[config.mk]
export PLATFORM = sky130hd
export DESIGN_NAME = score_keeper_multi
export DESIGN_NICKNAME = d
export VERILOG_FILES = /design/src/rtl/score_pkg.sv /design/src/rtl/lane_grade_counter.sv /design/src/rtl/score_keeper_multi.sv
export SDC_FILE = /design/constraint.sdc
export NUM_CORES = 1
export LEC_CHECK = 0
export ABC_AREA = 1
export BUFFER_PORTS_ARGS = -buffer_cell sky130_fd_sc_hd__buf_2
export CAP_MARGIN = 20
export CORE_MARGIN = 8
export CORE_UTILIZATION = 45
export CTS_CLUSTER_DIAMETER = 50
export DETAILED_ROUTE_END_ITERATION = 10
export SLEW_MARGIN = 20
export SYNTH_ARGS = -nofsm -noshare
export SYNTH_HDL_FRONTEND = slang
export SYNTH_SLANG_ARGS = --single-unit
[constraint.sdc]
create_clock -name clk -period 12.55 [get_ports clk]
set_clock_uncertainty 0.1 [all_clocks]
set_input_delay 2.51 -clock clk [delete_from_list [all_inputs] [get_ports clk]]
set_output_delay 2.51 -clock clk [all_outputs]
set_load 0.02 [all_outputs]
[src/rtl/score_pkg.sv]
// Shared definitions for the score-keeping blocks.
//   grade_t          : 2-bit per-lane judgement grade
//   GRADE_*          : grade encodings (11 is reserved and scores as a miss)
//   DEF_*            : default saturation limits and base points
package score_pkg;

    typedef logic [1:0] grade_t;

    localparam grade_t GRADE_MISS    = 2'b00;
    localparam grade_t GRADE_GOOD    = 2'b01;
    localparam grade_t GRADE_PERFECT = 2'b10;
    localparam grade_t GRADE_RSVD    = 2'b11;

    localparam int DEF_SCORE_MAX   = 9999;
    localparam int DEF_MULT_MAX    = 99;
    localparam int DEF_PTS_PERFECT = 2;
    localparam int DEF_PTS_GOOD    = 1;

endpackage

[src/rtl/lane_grade_counter.sv]
// Combinational popcount of valid lanes per grade plus the base-points sum.
// Ports:
//   ev_valid [LANES]   : per-lane judgement strobe (invalid lanes are ignored)
//   ev_grade [2*LANES] : per-lane grade, lane i in bits [2i+1:2i]
//   n_perf/n_good/n_miss [CNT_W] : lane counts per grade (reserved counts as miss)
//   base [BASE_W]      : n_perf*PTS_PERFECT + n_good*PTS_GOOD
module lane_grade_counter
    import score_pkg::*;
#(
    parameter int LANES       = 8,
    parameter int PTS_PERFECT = DEF_PTS_PERFECT,
    parameter int PTS_GOOD    = DEF_PTS_GOOD,
    parameter int CNT_W       = $clog2(LANES) + 1,
    parameter int BASE_W      = 5
) (
    input  logic [LANES-1:0]   ev_valid,
    input  logic [2*LANES-1:0] ev_grade,
    output logic [CNT_W-1:0]   n_perf,
    output logic [CNT_W-1:0]   n_good,
    output logic [CNT_W-1:0]   n_miss,
    output logic [BASE_W-1:0]  base
);

    always_comb begin
        n_perf = '0;
        n_good = '0;
        n_miss = '0;
        for (int i = 0; i < LANES; i++) begin
            if (ev_valid[i]) begin
                case (grade_t'(ev_grade[2*i +: 2]))
                    GRADE_PERFECT: n_perf = n_perf + CNT_W'(1);
                    GRADE_GOOD:    n_good = n_good + CNT_W'(1);
                    default:       n_miss = n_miss + CNT_W'(1);
                endcase
            end
        end
        base = BASE_W'(n_perf) * BASE_W'(PTS_PERFECT)
             + BASE_W'(n_good) * BASE_W'(PTS_GOOD);
    end

endmodule

[src/rtl/score_keeper_multi.sv]
// Multi-lane score keeper: two-stage pipeline turning per-lane judgement
// events into a saturating score, streak-driven multiplier, combo and best
// combo for the 7-segment / HUD displays.
// Ports:
//   clk, rst_n      : clock, synchronous active-low reset
//   freeze          : pause; holds all state and drops events
//   ev_valid[LANES] : per-lane event strobe
//   ev_grade[2*LANES]: per-lane grade (00 MISS, 01 GOOD, 10 PERFECT, 11 MISS)
//   score, multiplier, combo, max_combo : display values
//   update          : one-cycle pulse after each state update
module score_keeper_multi
    import score_pkg::*;
#(
    parameter int LANES       = 8,
    parameter int SCORE_W     = 16,
    parameter int SCORE_MAX   = DEF_SCORE_MAX,
    parameter int MULT_W      = 7,
    parameter int MULT_MAX    = DEF_MULT_MAX,
    parameter int COMBO_W     = 10,
    parameter int PTS_PERFECT = DEF_PTS_PERFECT,
    parameter int PTS_GOOD    = DEF_PTS_GOOD
) (
    input  logic                 clk,
    input  logic                 rst_n,
    input  logic                 freeze,
    input  logic [LANES-1:0]     ev_valid,
    input  logic [2*LANES-1:0]   ev_grade,
    output logic [SCORE_W-1:0]   score,
    output logic [MULT_W-1:0]    multiplier,
    output logic [COMBO_W-1:0]   combo,
    output logic [COMBO_W-1:0]   max_combo,
    output logic                 update
);

    localparam int CNT_W     = $clog2(LANES) + 1;
    localparam int PTS_HI    = (PTS_PERFECT > PTS_GOOD) ? PTS_PERFECT : PTS_GOOD;
    localparam int BASE_W    = $clog2(LANES * PTS_HI + 1);
    // Wide enough that score + base*multiplier never wraps before saturation.
    localparam int WIDE_W    = SCORE_W + MULT_W + 4;
    localparam int COMBO_MAX = (1 << COMBO_W) - 1;

    function automatic logic [SCORE_W-1:0] sat_score(input logic [WIDE_W-1:0] v);
        return (v > WIDE_W'(SCORE_MAX)) ? SCORE_W'(SCORE_MAX) : v[SCORE_W-1:0];
    endfunction

    function automatic logic [COMBO_W-1:0] sat_combo(input logic [WIDE_W-1:0] v);
        return (v > WIDE_W'(COMBO_MAX)) ? COMBO_W'(COMBO_MAX) : v[COMBO_W-1:0];
    endfunction

    function automatic logic [MULT_W-1:0] sat_streak(input logic [WIDE_W-1:0] v);
        return (v > WIDE_W'(MULT_MAX)) ? MULT_W'(MULT_MAX) : v[MULT_W-1:0];
    endfunction

    // ---- stage 0 -> 1 : per-lane grade counting and capture ----
    logic [CNT_W-1:0]  n_perf_p0, n_good_p0, n_miss_p0;
    logic [BASE_W-1:0] base_p0;

    logic [CNT_W-1:0]  n_perf_p1, n_good_p1, n_miss_p1;
    logic [BASE_W-1:0] base_p1;
    logic              vld_p1;

    lane_grade_counter #(
        .LANES       (LANES),
        .PTS_PERFECT (PTS_PERFECT),
        .PTS_GOOD    (PTS_GOOD),
        .CNT_W       (CNT_W),
        .BASE_W      (BASE_W)
    ) u_counter (
        .ev_valid (ev_valid),
        .ev_grade (ev_grade),
        .n_perf   (n_perf_p0),
        .n_good   (n_good_p0),
        .n_miss   (n_miss_p0),
        .base     (base_p0)
    );

    always_ff @(posedge clk) begin
        if (!rst_n) begin
            vld_p1    <= 1'b0;
            n_perf_p1 <= '0;
            n_good_p1 <= '0;
            n_miss_p1 <= '0;
            base_p1   <= '0;
        end else if (freeze) begin
            // Clearing the valid also discards an event already captured.
            vld_p1 <= 1'b0;
        end else begin
            vld_p1    <= |ev_valid;
            n_perf_p1 <= n_perf_p0;
            n_good_p1 <= n_good_p0;
            n_miss_p1 <= n_miss_p0;
            base_p1   <= base_p0;
        end
    end

    // ---- stage 1 -> 2 : score / multiplier / combo update ----
    logic [MULT_W-1:0]  streak;
    logic [WIDE_W-1:0]  hits_w, score_sum, combo_sum, streak_sum;
    logic [SCORE_W-1:0] score_nx;
    logic [COMBO_W-1:0] combo_sat, max_nx;
    logic               step;

    always_comb begin
        hits_w     = WIDE_W'(n_perf_p1) + WIDE_W'(n_good_p1);
        // Points use the multiplier held before this update.
        score_sum  = WIDE_W'(score) + WIDE_W'(base_p1) * WIDE_W'(multiplier);
        score_nx   = sat_score(score_sum);
        combo_sum  = WIDE_W'(combo) + hits_w;
        combo_sat  = sat_combo(combo_sum);
        // Same value serves the miss case: hits still count before the clear.
        max_nx     = (combo_sat > max_combo) ? combo_sat : max_combo;
        streak_sum = WIDE_W'(streak) + hits_w;
        step       = (streak_sum >= WIDE_W'(multiplier))
                  && (multiplier < MULT_W'(MULT_MAX));
    end

    always_ff @(posedge clk) begin
        if (!rst_n) begin
            score      <= '0;
            multiplier <= MULT_W'(1);
            combo      <= '0;
            max_combo  <= '0;
            streak     <= '0;
            update     <= 1'b0;
        end else begin
            update <= 1'b0;
            if (vld_p1 && !freeze) begin
                update    <= 1'b1;
                score     <= score_nx;
                max_combo <= max_nx;
                if (n_miss_p1 != '0) begin
                    multiplier <= MULT_W'(1);
                    streak     <= '0;
                    combo      <= '0;
                end else begin
                    combo <= combo_sat;
                    if (step) begin
                        multiplier <= multiplier + MULT_W'(1);
                        streak     <= MULT_W'(streak_sum - WIDE_W'(multiplier));
                    end else begin
                        streak <= sat_streak(streak_sum);
                    end
                end
            end
        end
    end

endmodule

==> impl_metrics.yaml <==
setup_path:
  timing.rr.start: "n_good_p1[0]$_SDFFE_PN0N_"
  critPathMaxStageDelay_ns: 0.30
  cp_max_fo: 3
  worstPathRequired_ns: 12.69
  start_kind: "primary input"
  slowest_stage: "or2_2"
  critPathLaunch: "ev_grade[0]"
  worst-endpoint-arrival_ns: 7.56
  critPathKind: "in -> reg"
  cp_common_cell: "nand2_1"
  crit_path_end_kind: "flop"
sta:
  hold_violations: 0
  tns_ns: 0
  worst_slew_pin_slew_ns: 0.974
  fin_crit_ns: 7.43
  min_period_over_period_pct: 59.2
  drv_slew: 0
  fmax_ghz: 0.135
  setup_viol: 0
  timing.slew.headroom_pct: 34.5
  rsz0062_at_grt: "false"
placed_design:
  gp_congestion: 0.843
  detailed_place_hpwl_um: 14000
  dp_cells: 1420
  portBuffers: 70
  place_area_sq_mm: 0.00806
cts:
  cts_sinks: 68
  clk_latency_ns: 0.34
  post-cts-setup-buffer-count: 0
  clockBufferDepth: 2
  htree_num_levels: 3
  cts.hold.buffers_added: 0
  clk_pin_slew_ns: 0.06
  ctsResizeCount: 0
  cts_tree: "yes"
  numCtsBuffers: 9
  cts_root_buffer: "clkbuf_16"
floorplanning:
  core_sq_mm: 0.0165
  die_area_sq_mm: 0.0211
  die_h_um: 145
  io-pin-count: 71
  rows: 47
  start_util_pct: 45.7
  die_x_um: 145
power_and_ir_drop:
  irDropWorstVdd_v: 0.0000768
  total_power_mw: 0.744
  power.density_mw_per_mm2: 89.3
  leakage_nw: 4.83
yosys:
  synth_flop_cell: "dfxtp_1"
  yosysTopAreaCell: "dfxtp_1"
  synthCells: 1155
  synth_seq_cells: 68
  synthTopCellsByArea: "dfxtp_1, nand2_1, ha_1"
  ys_types: 45
  synth_nets: 1307
  synthArstFlopShare_pct: 0
  yosysWarnings: 0
  synth_edf_count: 0
  synth_commonest_cells: "nand2_1, inv_1, ha_1, nor2_1, dfxtp_1"
  syn_area_sq_mm: 0.00752
  synthDominantCellAreaShare_pct: 18.1
  yosysSeqAreaShare_pct: 18.1
  syn_avg_cell_area_sq_um: 6.51
  synth.most_common_cell: "nand2_1"
run_status:
  status: "finished clean"
grt:
  grt_use_total_pct: 17.1
  grt_max_degree: 44
  overflow: 0
  antenna_found_initial: 0
  grt_pass1_wl_um: 30700
  grt_pass1_vias: 6780
detailed_routing:
  wl_per_cell_um: 12.1
  vias: 6952
  vias_per_cell: 4.84
  drt-total-wl_um: 17400
  drc_errors: 0
  drt-initial-drc-count: 303
  ant_nets: 0
  first_pass_iters: 5
final_layout:
  syn2layout_area_growth_pct: 10.6
  final_nets: 1363
  design_area_sq_mm: 0.00832
  layout-drive-gt1-share_pct: 10.5
  instances_no_fill: 1435
  antenna_cells: 0
job:
  maxCapViolations: 0
min_path:
  min_from: "score[15]$_SDFFE_PN0P_"
  hp-class: "reg -> reg"
[metal layers]
metal | global-route usage [%] | up-vias | part of all wire (%)
met5 | 0 | - | 0
met3 | 2.77 | 13 | 3.3
met4 | 4.32 | 0 | 1.2
met2 | 29.5 | 86 | 47
li1 | - | 3724 | -
met1 | 21.6 | 3129 | 49
[worst max-delay path: cells and delay by family]
family                   cells  cell delay (ns)
AO/OA/AOI/OAI                1             0.19
XOR/XNOR                     1             0.14
adder cells (fa/ha/maj)      9             2.35
buffers and inverters        8             0.42
AND/OR/NAND/NOR             19             1.91
[stage by stage]
step / worst slack [ns] / hold WS (ns) / utilization (%)
5_1_grt: 4.55 / 0.390 / 50.6
6_report: 5.12 / 0.364 / 50.6
3_5_place_dp: 4.76 / 0.363 / 48.9
2_1_floorplan: 5.16 / 0.345 / -
3_3_place_gp: 4.84 / 0.360 / 48.9
4_1_cts: 5.12 / 0.372 / 50.6
[registers in the layout (all words and copies together), names as in the netlist]
register and count:
multiplier 7, score 16, n_good_p1 4, vld_p1 1, streak 7, update 1
n_miss_p1 4, base_p1 4, combo 10, max_combo 10, n_perf_p1 4
[cells in the final DEF, fill, tap and decap left out, drive strengths merged, types with 2 or more instances in the layout]
master	count
o21ai	62
xnor2	15
a211oi	4
nor3	7
o31ai	2
xor2	25
nand3	69
nor2	79
nand3b	3
ha	95
buf	73
dfxtp	68
a21oi	67
nand4	8
clkinvlp	3
o21bai	2
clkbuf	9
a31oi	6
inv	228
mux2i	3
fa	30
nand2	330
nor4	5
o211ai	3
or2	7
clkinv	4
[layout make-up]
type / instances / area [sq um]
fillers: 1796 / 8140
multi-input cells: 830 / 5190
flip-flops and latches: 68 / 1360
inverters: 229 / 860
repair buffers: 73 / 373
well taps: 220 / 275
clock buffers: 9 / 225
clock inverters: 6 / 41.3
[cell families after synthesis]
logic type	Yosys count	share of synthesized area, %
and+or+nand+nor	509	28.5
buffers and inverters	257	13.0
DFF	68	18.1
adders and majority gates	125	23.8
xor gates and xnor gates	40	4.96
AOI/OAI and AO/OA	153	11.4
muxes	3	0.399
[final timing paths]
kind,endpoint,slack [ns],cells after the start
setup / recovery,base_p1[4]$_SDFFE_PN0N_,5.12,38
hold / removal,score[15]$_SDFFE_PN0P_,0.36,2
setup reg to reg,max_combo[6]$_SDFFE_PN0P_,7.55,23
hold reg to reg,score[15]$_SDFFE_PN0P_,0.36,2
[power by group]
part           internal, mW  total [mW]  switching (mW)
clock network         0.132       0.234           0.101
registers             0.229       0.244          0.0144
logic                0.0986       0.266           0.168
No activity file was read; power rests on OpenSTA's default activity.
